File: src/rtl/sent_rx_fast_fifo_if.sv
// Bundle of write-side, host-side and status signals for the SENT fast-channel receive FIFO.
interface sent_rx_fast_fifo_if #(
  parameter int DATA_W = 12,
  parameter int ADDR_W = 4
);
  logic              write_enable_rx_i;
  logic [DATA_W-1:0] data_fast_i;
  logic              read_enable_i;
  logic              flush_i;
  logic              clear_flags_i;
  logic [DATA_W-1:0] data_o;
  logic              valid_o;
  logic              full_o;
  logic              almost_full_o;
  logic [ADDR_W:0]   count_o;
  logic              overflow_o;
  logic              underflow_o;

  modport master (
    output write_enable_rx_i, data_fast_i, read_enable_i, flush_i, clear_flags_i,
    input  data_o, valid_o, full_o, almost_full_o, count_o, overflow_o, underflow_o
  );

  modport slave (
    input  write_enable_rx_i, data_fast_i, read_enable_i, flush_i, clear_flags_i,
    output data_o, valid_o, full_o, almost_full_o, count_o, overflow_o, underflow_o
  );
endinterface

File: src/rtl/sent_rx_fast_fifo.sv
// Show-ahead receive FIFO for decoded SENT fast-channel words, with occupancy count,
// almost-full threshold and sticky overflow/underflow flags.
module sent_rx_fast_fifo #(
  parameter int DATA_W   = 12,
  parameter int ADDR_W   = 4,
  parameter int AFULL_TH = 12
) (
  input logic             clk_rx,
  input logic             reset_rx,
  sent_rx_fast_fifo_if.slave fifo
);
  localparam int              DEPTH   = 2**ADDR_W;
  localparam logic [ADDR_W:0] DEPTH_C = (ADDR_W+1)'(DEPTH);
  localparam logic [ADDR_W:0] AFULL_C = (ADDR_W+1)'(AFULL_TH);

  logic [DATA_W-1:0] mem [DEPTH];
  logic [ADDR_W-1:0] wr_ptr;
  logic [ADDR_W-1:0] rd_ptr;
  logic [ADDR_W:0]   count;
  logic              ovf;
  logic              udf;

  logic valid;
  logic full;
  logic rd_acc;
  logic wr_acc;
  logic mem_we;
  logic ovf_evt;
  logic udf_evt;

  // Full/empty come only from the registered count; a pop frees a slot for a same-edge write.
  assign valid   = (count != '0);
  assign full    = (count == DEPTH_C);
  assign rd_acc  = fifo.read_enable_i & valid;
  assign wr_acc  = fifo.write_enable_rx_i & (~full | rd_acc);
  assign mem_we  = wr_acc & ~fifo.flush_i & ~reset_rx;
  assign ovf_evt = fifo.write_enable_rx_i & full & ~rd_acc & ~fifo.flush_i;
  assign udf_evt = fifo.read_enable_i & ~valid & ~fifo.flush_i;

  always_ff @(posedge clk_rx) begin
    if (reset_rx) begin
      wr_ptr <= '0;
      rd_ptr <= '0;
      count  <= '0;
      ovf    <= 1'b0;
      udf    <= 1'b0;
    end else begin
      if (fifo.flush_i) begin
        wr_ptr <= '0;
        rd_ptr <= '0;
        count  <= '0;
      end else begin
        if (wr_acc) wr_ptr <= wr_ptr + 1'b1;
        if (rd_acc) rd_ptr <= rd_ptr + 1'b1;
        if (wr_acc && !rd_acc)      count <= count + 1'b1;
        else if (rd_acc && !wr_acc) count <= count - 1'b1;
      end
      // A new error event outranks a clear request in the same cycle.
      if (ovf_evt)                 ovf <= 1'b1;
      else if (fifo.clear_flags_i) ovf <= 1'b0;
      if (udf_evt)                 udf <= 1'b1;
      else if (fifo.clear_flags_i) udf <= 1'b0;
    end
  end

  always_ff @(posedge clk_rx) begin
    if (mem_we) mem[wr_ptr] <= fifo.data_fast_i;
  end

  assign fifo.data_o        = valid ? mem[rd_ptr] : '0;
  assign fifo.valid_o       = valid;
  assign fifo.full_o        = full;
  assign fifo.almost_full_o = (count >= AFULL_C);
  assign fifo.count_o       = count;
  assign fifo.overflow_o    = ovf;
  assign fifo.underflow_o   = udf;
endmodule

File: src/flat_wrapper.sv
// flat-port wrapper written by rule: the top's interface ports become plain ports
module sent_rx_fast_fifo_flat 
#(
  parameter int DATA_W   = 12,
  parameter int ADDR_W   = 4,
  parameter int AFULL_TH = 12
)
  (clk_rx, reset_rx, fifo_write_enable_rx_i, fifo_data_fast_i, fifo_read_enable_i, fifo_flush_i, fifo_clear_flags_i, fifo_data_o, fifo_valid_o, fifo_full_o, fifo_almost_full_o, fifo_count_o, fifo_overflow_o, fifo_underflow_o);
  sent_rx_fast_fifo_if #(.DATA_W(DATA_W), .ADDR_W(ADDR_W)) fifo_i ();
  input logic clk_rx;
  input logic reset_rx;
  input wire logic [$bits(fifo_i.write_enable_rx_i)-1:0] fifo_write_enable_rx_i;
  input wire logic [$bits(fifo_i.data_fast_i)-1:0] fifo_data_fast_i;
  input wire logic [$bits(fifo_i.read_enable_i)-1:0] fifo_read_enable_i;
  input wire logic [$bits(fifo_i.flush_i)-1:0] fifo_flush_i;
  input wire logic [$bits(fifo_i.clear_flags_i)-1:0] fifo_clear_flags_i;
  output wire logic [$bits(fifo_i.data_o)-1:0] fifo_data_o;
  output wire logic [$bits(fifo_i.valid_o)-1:0] fifo_valid_o;
  output wire logic [$bits(fifo_i.full_o)-1:0] fifo_full_o;
  output wire logic [$bits(fifo_i.almost_full_o)-1:0] fifo_almost_full_o;
  output wire logic [$bits(fifo_i.count_o)-1:0] fifo_count_o;
  output wire logic [$bits(fifo_i.overflow_o)-1:0] fifo_overflow_o;
  output wire logic [$bits(fifo_i.underflow_o)-1:0] fifo_underflow_o;
  assign fifo_i.write_enable_rx_i = fifo_write_enable_rx_i;
  assign fifo_i.data_fast_i = fifo_data_fast_i;
  assign fifo_i.read_enable_i = fifo_read_enable_i;
  assign fifo_i.flush_i = fifo_flush_i;
  assign fifo_i.clear_flags_i = fifo_clear_flags_i;
  assign fifo_data_o = fifo_i.data_o;
  assign fifo_valid_o = fifo_i.valid_o;
  assign fifo_full_o = fifo_i.full_o;
  assign fifo_almost_full_o = fifo_i.almost_full_o;
  assign fifo_count_o = fifo_i.count_o;
  assign fifo_overflow_o = fifo_i.overflow_o;
  assign fifo_underflow_o = fifo_i.underflow_o;
  sent_rx_fast_fifo #(.DATA_W(DATA_W), .ADDR_W(ADDR_W), .AFULL_TH(AFULL_TH)) u_core (.clk_rx(clk_rx), .reset_rx(reset_rx), .fifo(fifo_i));
endmodule
File: config.mk
export PLATFORM = sky130hd
export DESIGN_NAME = sent_rx_fast_fifo_flat
export DESIGN_NICKNAME = d
export VERILOG_FILES = /design/src/rtl/sent_rx_fast_fifo_if.sv /design/src/rtl/sent_rx_fast_fifo.sv /design/src/flat_wrapper.sv
export SDC_FILE = /design/constraint.sdc
export NUM_CORES = 1
export LEC_CHECK = 0
export CORE_ASPECT_RATIO = 0.6
export CORE_MARGIN = 5
export CORE_UTILIZATION = 43
export CTS_BUF_LIST = sky130_fd_sc_hd__clkbuf_8
export DETAILED_ROUTE_END_ITERATION = 8
export PLACE_DENSITY = 0.71
export SETUP_SLACK_MARGIN = 0.4
export SLEW_MARGIN = 20
export SYNTH_ARGS = -nofsm -noshare
export SYNTH_HDL_FRONTEND = slang
export SYNTH_SLANG_ARGS = --single-unit
File: constraint.sdc
create_clock -name clk_rx -period 3.09 [get_ports clk_rx]
set_input_delay 0.618 -clock clk_rx [delete_from_list [all_inputs] [get_ports clk_rx]]
set_output_delay 0.618 -clock clk_rx [all_outputs]
set_load 0.01 [all_outputs]
* Yosys cells after proc, flatten, opt, wreduce, memory -nomap -nowiden
Memory sizes are Yosys's and may differ from the RTL's. A register that Yosys moved wholly into a read port is not among the register bits.
Index checks and enable logic that the tools add are counted.
** Operators by class
- Equal/unequal tests :: 1
- $lt $le $gt $ge :: 1
- Reduce and logical (&&, ||, !) cells :: 9
- Bitwise operators :: 15
- Multiplexer cells :: 10
- Add/sub/neg operators :: 4
** Operator list (number)
- $mux W12 :: 1
- $mux W5 :: 2
- $and A1 B1 Y1 :: 9
- $add A4 B1 Y4 const B :: 2
- $mux W4 :: 2
- $reduce_bool A2 Y1 :: 3
- $add A5 B1 Y5 const B :: 1
- $eq A5 B5 Y1 const B :: 1
- $ge A5 B4 Y1 const B :: 1
- $mux W1 :: 5
- $not A1 Y1 :: 5
- $reduce_bool A5 Y1 :: 1
- $sub A5 B1 Y5 const B :: 1
- $logic_and A1 B1 Y1 :: 2
- $logic_not A1 Y1 :: 2
- $reduce_or A2 Y1 :: 1
- $or A1 B1 Y1 :: 1
** Word-level totals
- Bits of input ports :: 18
- RAM bits :: 192
- Word-level logic and storage cells :: 46
- Register bits :: 15
- Memories kept :: 1
** Memory list
- u_core.mem :: depth 16, bits a word 12, rd ports 1, clocked after Yosys merged registers in 1, write ports 1, RTL line sent_rx_fast_fifo.sv:16 : logic [DATA_W-1:0] mem [DEPTH];

* Logic depth before layout (Yosys ltp)
Gate-level depths: netlist of run 1.
- Depth after elaboration :: 8
- Depth in mapped cells :: 11
- Mapped depth without buffers :: 10

* Worst setup path before layout of run 1
OpenSTA, ideal clock, no wires.
- Path kind :: reg-to-reg
- Start :: register u_core.count[0], in the netlist u_core.fifo.count_o[0]
- End :: register u_core.count[4], in the netlist u_core.fifo.count_o[4]
- Setup slack :: 0.315 ns
- Period minus slack after synthesis :: 2.775 ns
- Library setup time :: 0.057 ns
- Required time :: 3.033 ns
- Cell stages (with the launch flop) :: 11
- Arrival time :: 2.718 ns
- Cells stage by stage :: dfxtp_1 or4_1 buf_6 o31ai_4 inv_1 ha_1 fa_1 nand3b_1 a211o_1 a211oi_1 a31o_2
** On the way
- Word-level cells in the longest chain between the ends :: 7
- Elaborated cells on any way between the ends :: 15
** RTL lines
- from (decl) :: RTL line sent_rx_fast_fifo.sv:19 : logic [ADDR_W:0] count;
- from (signal assigned) :: RTL line sent_rx_fast_fifo.sv:55 : if (wr_acc && !rd_acc) count <= count + 1'b1;
- from (signal assigned) :: RTL line sent_rx_fast_fifo.sv:56 : else if (rd_acc && !wr_acc) count <= count - 1'b1;
- $reduce_bool A5 Y1 / $eq A5 B5 Y1 (equally long branches) :: RTL line sent_rx_fast_fifo.sv:32, sent_rx_fast_fifo.sv:33
- $and A1 B1 Y1 / $not A1 Y1 (equally long branches) :: RTL line sent_rx_fast_fifo.sv:34, sent_rx_fast_fifo.sv:35
- $or A1 B1 Y1 :: RTL line sent_rx_fast_fifo.sv:35 : assign wr_acc = fifo.write_enable_rx_i & (~full | rd_acc);
- $and A1 B1 Y1 :: RTL line sent_rx_fast_fifo.sv:35
- $logic_not A1 Y1 :: RTL line sent_rx_fast_fifo.sv:56
- $logic_and A1 B1 Y1 :: RTL line sent_rx_fast_fifo.sv:56
- $reduce_bool A2 Y1 (no line)
Several ways; a longest one is shown, not always the timed one. The select of a mux whose other input is x is not followed.
A chain may end at the register's enable or synchronous reset.

==> impl_metrics.env, run 1 <==
export IMPL_grt_start_max_net_pins=29
export IMPL_grt_busiest_layer="met1"
export IMPL_cts_buffers=30
export IMPL_ioPinCount=40
export IMPL_grtUsageTotal_pct=17.2
export IMPL_p_int_mw=4.58
export IMPL_n_antenna_cell=0
export IMPL_grt_ovfl_total=0
export IMPL_port_buffers=39
export IMPL_final_cells=836
export IMPL_min_path_type="reg2reg"
export IMPL_ys_warnings_count=0
export IMPL_crit_end="fifo_data_o[5]"
export IMPL_initial_core_util_pct=43.9
export IMPL_rrSetupSlack_ns=0.31
export IMPL_worstSetupPathType="reg2out"
export IMPL_cts_sinks=211
export IMPL_leakage_nw=3.44
export IMPL_pwr_share_seq_pct=52.3
export IMPL_fmax_mhz=345
export IMPL_p_sw_mw=1.48
export IMPL_fp_dieArea_sq_um=22500
export IMPL_min_period_ns=2.90
export IMPL_placed_cells=756
export IMPL_use_met3_pct=3.80
export IMPL_synthCells=434
export IMPL_rsz0062_at_grt="yes"
export IMPL_clk_pin_slew_ns=0.07
export IMPL_fin_util_pct=54.7
export IMPL_syn_nets=463
export IMPL_synth_cell_types=36
export IMPL_skew_ns=0.0109
export IMPL_nets=579
export IMPL_drc_errors=0
export IMPL_maxSlewViolCount=0
export IMPL_antenna_left=0
export IMPL_drive_above_1_share_pct=36.7
export IMPL_ff2ff_path_depth=10
export IMPL_die_y_microns=118
export IMPL_cts_tree="built"
export IMPL_cp_max_fo=5
export IMPL_die_x_microns=190
export IMPL_cts_root_buf="clkbuf_8"
export IMPL_p_clk_share_pct=33.5
export IMPL_grt_pass1_wl_mm=29.3
export IMPL_p_comb_share_pct=14.3
export IMPL_synth_edf_count=192
export IMPL_tightest_slew_ns=0.595
export IMPL_area_growth_pct=24.6
export IMPL_use_met2_pct=25.6
export IMPL_drt_total_wl_mm=19.3
export IMPL_clk_path_buf_depth=3
export IMPL_max_cap_viol_count=0
export IMPL_hold_viol=0
export IMPL_coreArea_sq_um=19100
export IMPL_synth_top_area_share_pct=68.8
export IMPL_crit_path_start_kind="flop"
export IMPL_clock_latency_ns=0.55
export IMPL_num_rows=39
export IMPL_synth_area_sq_um=8380
export IMPL_synth_common_cells="edfxtp_1, mux4_2, nor2_1"
export IMPL_r2r_start="u_core.fifo.count_o[1]"
export IMPL_gp_congestion=0.753
export IMPL_first_pass_iters=5
export IMPL_p_sw_share_pct=24.4
export IMPL_avgSynthCellArea_sq_um=19.3
export IMPL_setup_violations=0
export IMPL_finalSetupTns_ns=0
export IMPL_htree_num_levels=1
export IMPL_drt_iter0_drc=396
export IMPL_ys_seq_elements=211
export IMPL_ys_seq_area_share_pct=73.3
export IMPL_powerDensity_nw_per_um2=580
export IMPL_crit_arrival_ns=2.28
export IMPL_vdd_drop_max_v=0.000398
export IMPL_synth_flop_cell="edfxtp_1"
export IMPL_dr_total_vias=4620
export IMPL_maxSlewHeadroom_pct=60.2
export IMPL_yosysTopAreaCell="edfxtp_1"
export IMPL_gr_usage_met1_pct=26.3
export IMPL_crit_path_end_kind="output pin"
export IMPL_synth_most_common_cell="edfxtp_1"
export IMPL_ys_top_cells_by_area="edfxtp_1, mux4_2, dfxtp_1, a211oi_1, mux2i_1"
export IMPL_via_per_inst=5.53
export IMPL_grt_pass1_vias=4780
export IMPL_async_flop_share_pct=0
export IMPL_routedWlPerCell_microns=23.1
export IMPL_status="finished, final reports clean"
export IMPL_antenna_found_initial=0
export IMPL_required_ns=2.47
export IMPL_fin_crit_sh_pct=93.9
export IMPL_reg2reg_to="u_core.fifo.count_o[4]"
export IMPL_hpwlAfterDp_mm=11.3
routing by layer:
layer  part of all wire (%)  wire length (microns)
met1                     47                   9000
met2                     45                   8650
met3                    7.3                   1410
met4                    1.2                    227
met5                      0                      0
timing repair:
item / CTS / global route
setup buffers: 19 / 6
gates resized for setup: 100 / 12
endpoints found under the setup margin: 16 / 17
pin swaps: 22 / 4
hold buffers: 0 / 0
gates cloned: 2 / 1
worst max-delay path, stage by stage (launching register included):
cell	delay [ns]
dfxtp_4	0.42
buf_12	0.15
buf_8	0.11
mux4_2	0.52
nor2b_4	0.15
a211oi_2	0.14
a211oi_1	0.07
buf_2	0.17
metrics by stage:
step	power (mW)	hold WS [ns]	setup slack, ns	area [sq um]
finish	6.06	0.509	0.189	10400
global route	6.33	0.519	0.0888	10400
CTS	6.09	0.493	0.159	10300
detailed placement	3.97	0.470	0.109	9430
global placement	3.95	0.458	0.218	9430
floorplan	3.60	0.459	0.359	8390
worst min path at each step:
stage / start / end / cells after the start
3_3_place_gp: u_core.fifo.underflow_o / u_core.fifo.underflow_o / 1
4_1_cts: u_core.fifo.overflow_o / u_core.fifo.overflow_o / 1
3_5_place_dp: u_core.fifo.overflow_o / u_core.fifo.overflow_o / 1
5_1_grt: u_core.fifo.overflow_o / u_core.fifo.overflow_o / 1
6_report: u_core.rd_ptr[3] / flop / 2
2_1_floorplan: u_core.rd_ptr[3] / flop / 2
power by group through the flow:
stage | logic (mW) | registers (mW) | clock network [mW]
3_3_place_gp | 0.727 | 3.22 | 0
4_1_cts | 0.836 | 3.16 | 2.09
2_1_floorplan | 0.379 | 3.22 | 0
5_1_grt | 0.928 | 3.17 | 2.23
3_5_place_dp | 0.750 | 3.23 | 0
6_report | 0.864 | 3.17 | 2.03
flip-flops by register name, indices dropped and copies added, names as in the netlist, named ones only:
name	count
u_core.wr_ptr	4
u_core.fifo.underflow_o	1
u_core.fifo.overflow_o	1
u_core.mem	192
u_core.fifo.count_o	5
u_core.rd_ptr	4
layout make-up:
cell class	instances	area, sq um
well taps	266	333
clock buffers	32	440
repair buffers	107	1090
flip-flops and latches	211	6170
clock inverters	20	104
inverters	8	33.8
multi-input cells	192	2270
fillers	1496	8640
cell families after synthesis:
| logic type | Yosys count | synth area share (%) |
|---|---|---|
| mux | 61 | 14.5 |
| xor+xnor | 7 | 0.732 |
| simple gates | 70 | 3.90 |
| flops | 211 | 73.3 |
| compound gates | 43 | 4.15 |
| buf+inv | 31 | 1.69 |
| fa+ha+maj | 11 | 1.73 |
placed cells by master, fill, tap and decap left out, types with 5 or more instances in the layout:
master / Yosys / final
buf_4: 0 / 46
nor2_1: 30 / 29
mux4_2: 48 / 48
dfxtp_1: 19 / 12
buf_12: 0 / 12
clkdlybuf4s50_1: 0 / 25
dfxtp_4: 0 / 5
nor2b_1: 12 / 7
xor2_1: 6 / 6
buf_2: 14 / 12
clkbuf_8: 0 / 32
edfxtp_1: 192 / 192
nand3_1: 5 / 5
inv_1: 8 / 19
nor2b_4: 0 / 5
nand2_1: 11 / 11
a211oi_2: 0 / 16
ha_1: 10 / 8
a211oi_1: 25 / 9
mux2i_1: 13 / 13
Power figures use the tool's default switching activity.
==> run 2: changes to the inputs <==
--- a/config.mk
+++ b/config.mk
@@ -7,10 +7,10 @@
 export LEC_CHECK = 0
 export CORE_ASPECT_RATIO = 0.6
 export CORE_MARGIN = 5
-export CORE_UTILIZATION = 43
+export CORE_UTILIZATION = 62
 export CTS_BUF_LIST = sky130_fd_sc_hd__clkbuf_8
 export DETAILED_ROUTE_END_ITERATION = 8
-export PLACE_DENSITY = 0.71
+export PLACE_DENSITY = 0.93
 export SETUP_SLACK_MARGIN = 0.4
 export SLEW_MARGIN = 20
 export SYNTH_ARGS = -nofsm -noshare
==> run 2 against run 1 <==
- setup slack better by 0.0059 ns
- via count is 2.3% higher
- routed wire length is 0.78% lower
- total power is 2.1% lower
- combinational power is 6.3% higher
- sequential power hardly changed
- count of clock-buffer cells in the layout is 3 lower
- maximum frequency is 0.20% higher
- flip-flop and latch count stayed put
- critical endpoint is now fifo_data_o[11]
- largest power group unchanged
==> impl_metrics.env, run 2 (synthesized netlist as in run 1, its figures left out) <==
export IMPL_htree_num_levels=1
export IMPL_status="finished, final reports clean"
export IMPL_coreArea_sq_um=13100
export IMPL_area_growth_pct=23.2
export IMPL_max_cap_viol_count=0
export IMPL_p_sw_mw=1.49
export IMPL_p_comb_share_pct=15.5
export IMPL_maxSlewHeadroom_pct=58.0
export IMPL_crit_arrival_ns=2.28
export IMPL_grt_start_max_net_pins=37
export IMPL_clk_path_buf_depth=3
export IMPL_final_common_cell="edfxtp_1"
export IMPL_first_pass_iters=6
export IMPL_antenna_found_initial=0
export IMPL_required_ns=2.47
export IMPL_port_buffers=39
export IMPL_grt_pass1_vias=4939
export IMPL_vdd_drop_max_v=0.000476
export IMPL_layout_common_cells="edfxtp_1, mux4_2, buf_4"
export IMPL_grtUsageTotal_pct=24.0
export IMPL_cp_max_fo=19
export IMPL_die_y_microns=100
export IMPL_slowest_delay_ns=0.55
export IMPL_min_path_type="reg2reg"
export IMPL_via_per_inst=6.41
export IMPL_skew_ns=0.0123
export IMPL_hold_viol=0
export IMPL_p_sw_share_pct=25.1
export IMPL_drt_total_wl_mm=19.1
export IMPL_n_antenna_cell=0
export IMPL_hpwlAfterDp_mm=10.8
export IMPL_setup_violations=0
export IMPL_cts_tree="built"
export IMPL_crit_path_start_kind="flop"
export IMPL_gp_congestion=0.878
export IMPL_min_period_ns=2.89
export IMPL_powerDensity_nw_per_um2=575
export IMPL_fmax_mhz=345
export IMPL_num_rows=32
export IMPL_tightest_slew_ns=0.629
export IMPL_drt_iter0_drc=465
export IMPL_cts_sinks=211
export IMPL_cts_root_buf="clkbuf_8"
export IMPL_top_register="u_core.mem"
export IMPL_leakage_nw=3.41
export IMPL_worstSetupPathType="reg2out"
export IMPL_cts_buffers=29
export IMPL_slowest_stage="mux4_2"
export IMPL_dr_total_vias=4727
export IMPL_hold_buffers=0
export IMPL_rsz0062_at_grt="yes"
export IMPL_die_x_microns=160
export IMPL_power_mw=5.93
export IMPL_initial_core_util_pct=64.2
export IMPL_register_area_sq_um=6160
export IMPL_grt_pass1_wl_mm=28.8
export IMPL_fin_crit_sh_pct=93.7
export IMPL_nets=579
export IMPL_maxSlewViolCount=0
export IMPL_drc_errors=0
export IMPL_p_clk_share_pct=31.1
export IMPL_place_ws_ns=0.0421
export IMPL_largest_register_ffs=192
export IMPL_multi_input_comb_area_sq_um=2340
export IMPL_clk_pin_slew_ns=0.07
export IMPL_finalSetupTns_ns=0
export IMPL_crit_path_end_kind="output pin"
export IMPL_antenna_left=0
export IMPL_nFillCells=663
export IMPL_fin_worst_hold_slack_ns=0.502
export IMPL_cp_cell_sequence="buf_12, buf_16, mux4_2, mux2i_1, a211oi_2, buf_2"
export IMPL_ioPinCount=40
export IMPL_fp_dieArea_sq_um=16000
export IMPL_grt_ovfl_total=0
export IMPL_pwr_share_seq_pct=53.5
export IMPL_routedWlPerCell_microns=26.0
export IMPL_setup_ws_ns=0.195
export IMPL_drive_above_1_share_pct=37.4
export IMPL_p_int_mw=4.45
export IMPL_clock_latency_ns=0.55
-- run 2: power by group through the flow --
stage | clock, mW | sequential, mW | combinational (mW)
final | 1.84 | 3.17 | 0.918
after global routing | 2.01 | 3.17 | 0.985
after CTS | 1.86 | 3.17 | 0.834
after detailed placement | 0 | 3.22 | 0.704
after global placement | 0 | 3.22 | 0.665
after floorplan | 0 | 3.22 | 0.379
-- run 2: area by class of cell --
class	count	area share, %
Clock buffer	29	3.87
Inverter	8	0.327
Multi-Input combinational cell	192	22.7
Clock inverter	19	0.752
Timing Repair Buffer	108	10.6
Sequential cell	211	59.7
Tap cell	170	2.06
-- run 2: repair_timing --
action | CTS | global route
gates resized for setup | 99 | 20
pin swaps | 24 | 13
cloned | 4 | 0
hold endpoints to repair | 0 | 0
setup buffers | 24 | 12
setup endpoints to repair | 16 | 15
-- run 2: worst paths after layout --
check / cells past startpoint / endpoint / start / slack (ns)
worst max-delay path: 6 / fifo_data_o[11] / flop / 0.20
worst max register to register: 11 / u_core.fifo.count_o[4] / u_core.fifo.count_o[1] / 0.28
worst min-delay path: 1 / u_core.fifo.overflow_o / u_core.fifo.overflow_o / 0.50
worst min register to register: 1 / u_core.fifo.overflow_o / u_core.fifo.overflow_o / 0.50
-- run 2: critical path, delay by kind of cell, from the launching register on --
kind                   cells  cell delay [ns]
muxes                      2             0.75
buffers and inverters      3             0.48
DFF                        1             0.38
AOI/OAI and AO/OA          1             0.11
-- run 2: per-layer routing --
metal  global-route usage [%]  wire, microns
met1                     33.8           7410
met5                        0              0
met3                     5.50           1990
met4                     8.06            525
met2                     38.2           9210
-- run 2: metrics by stage --
stage | cells | util [%] | area, sq um
4_1_cts | 725 | 77.6 | 10100
6_report | 737 | 79.1 | 10300
3_5_place_dp | 649 | 70.5 | 9200
3_3_place_gp | 649 | 70.5 | 9200
2_1_floorplan | 434 | - | 8390
5_1_grt | 737 | 79.1 | 10300
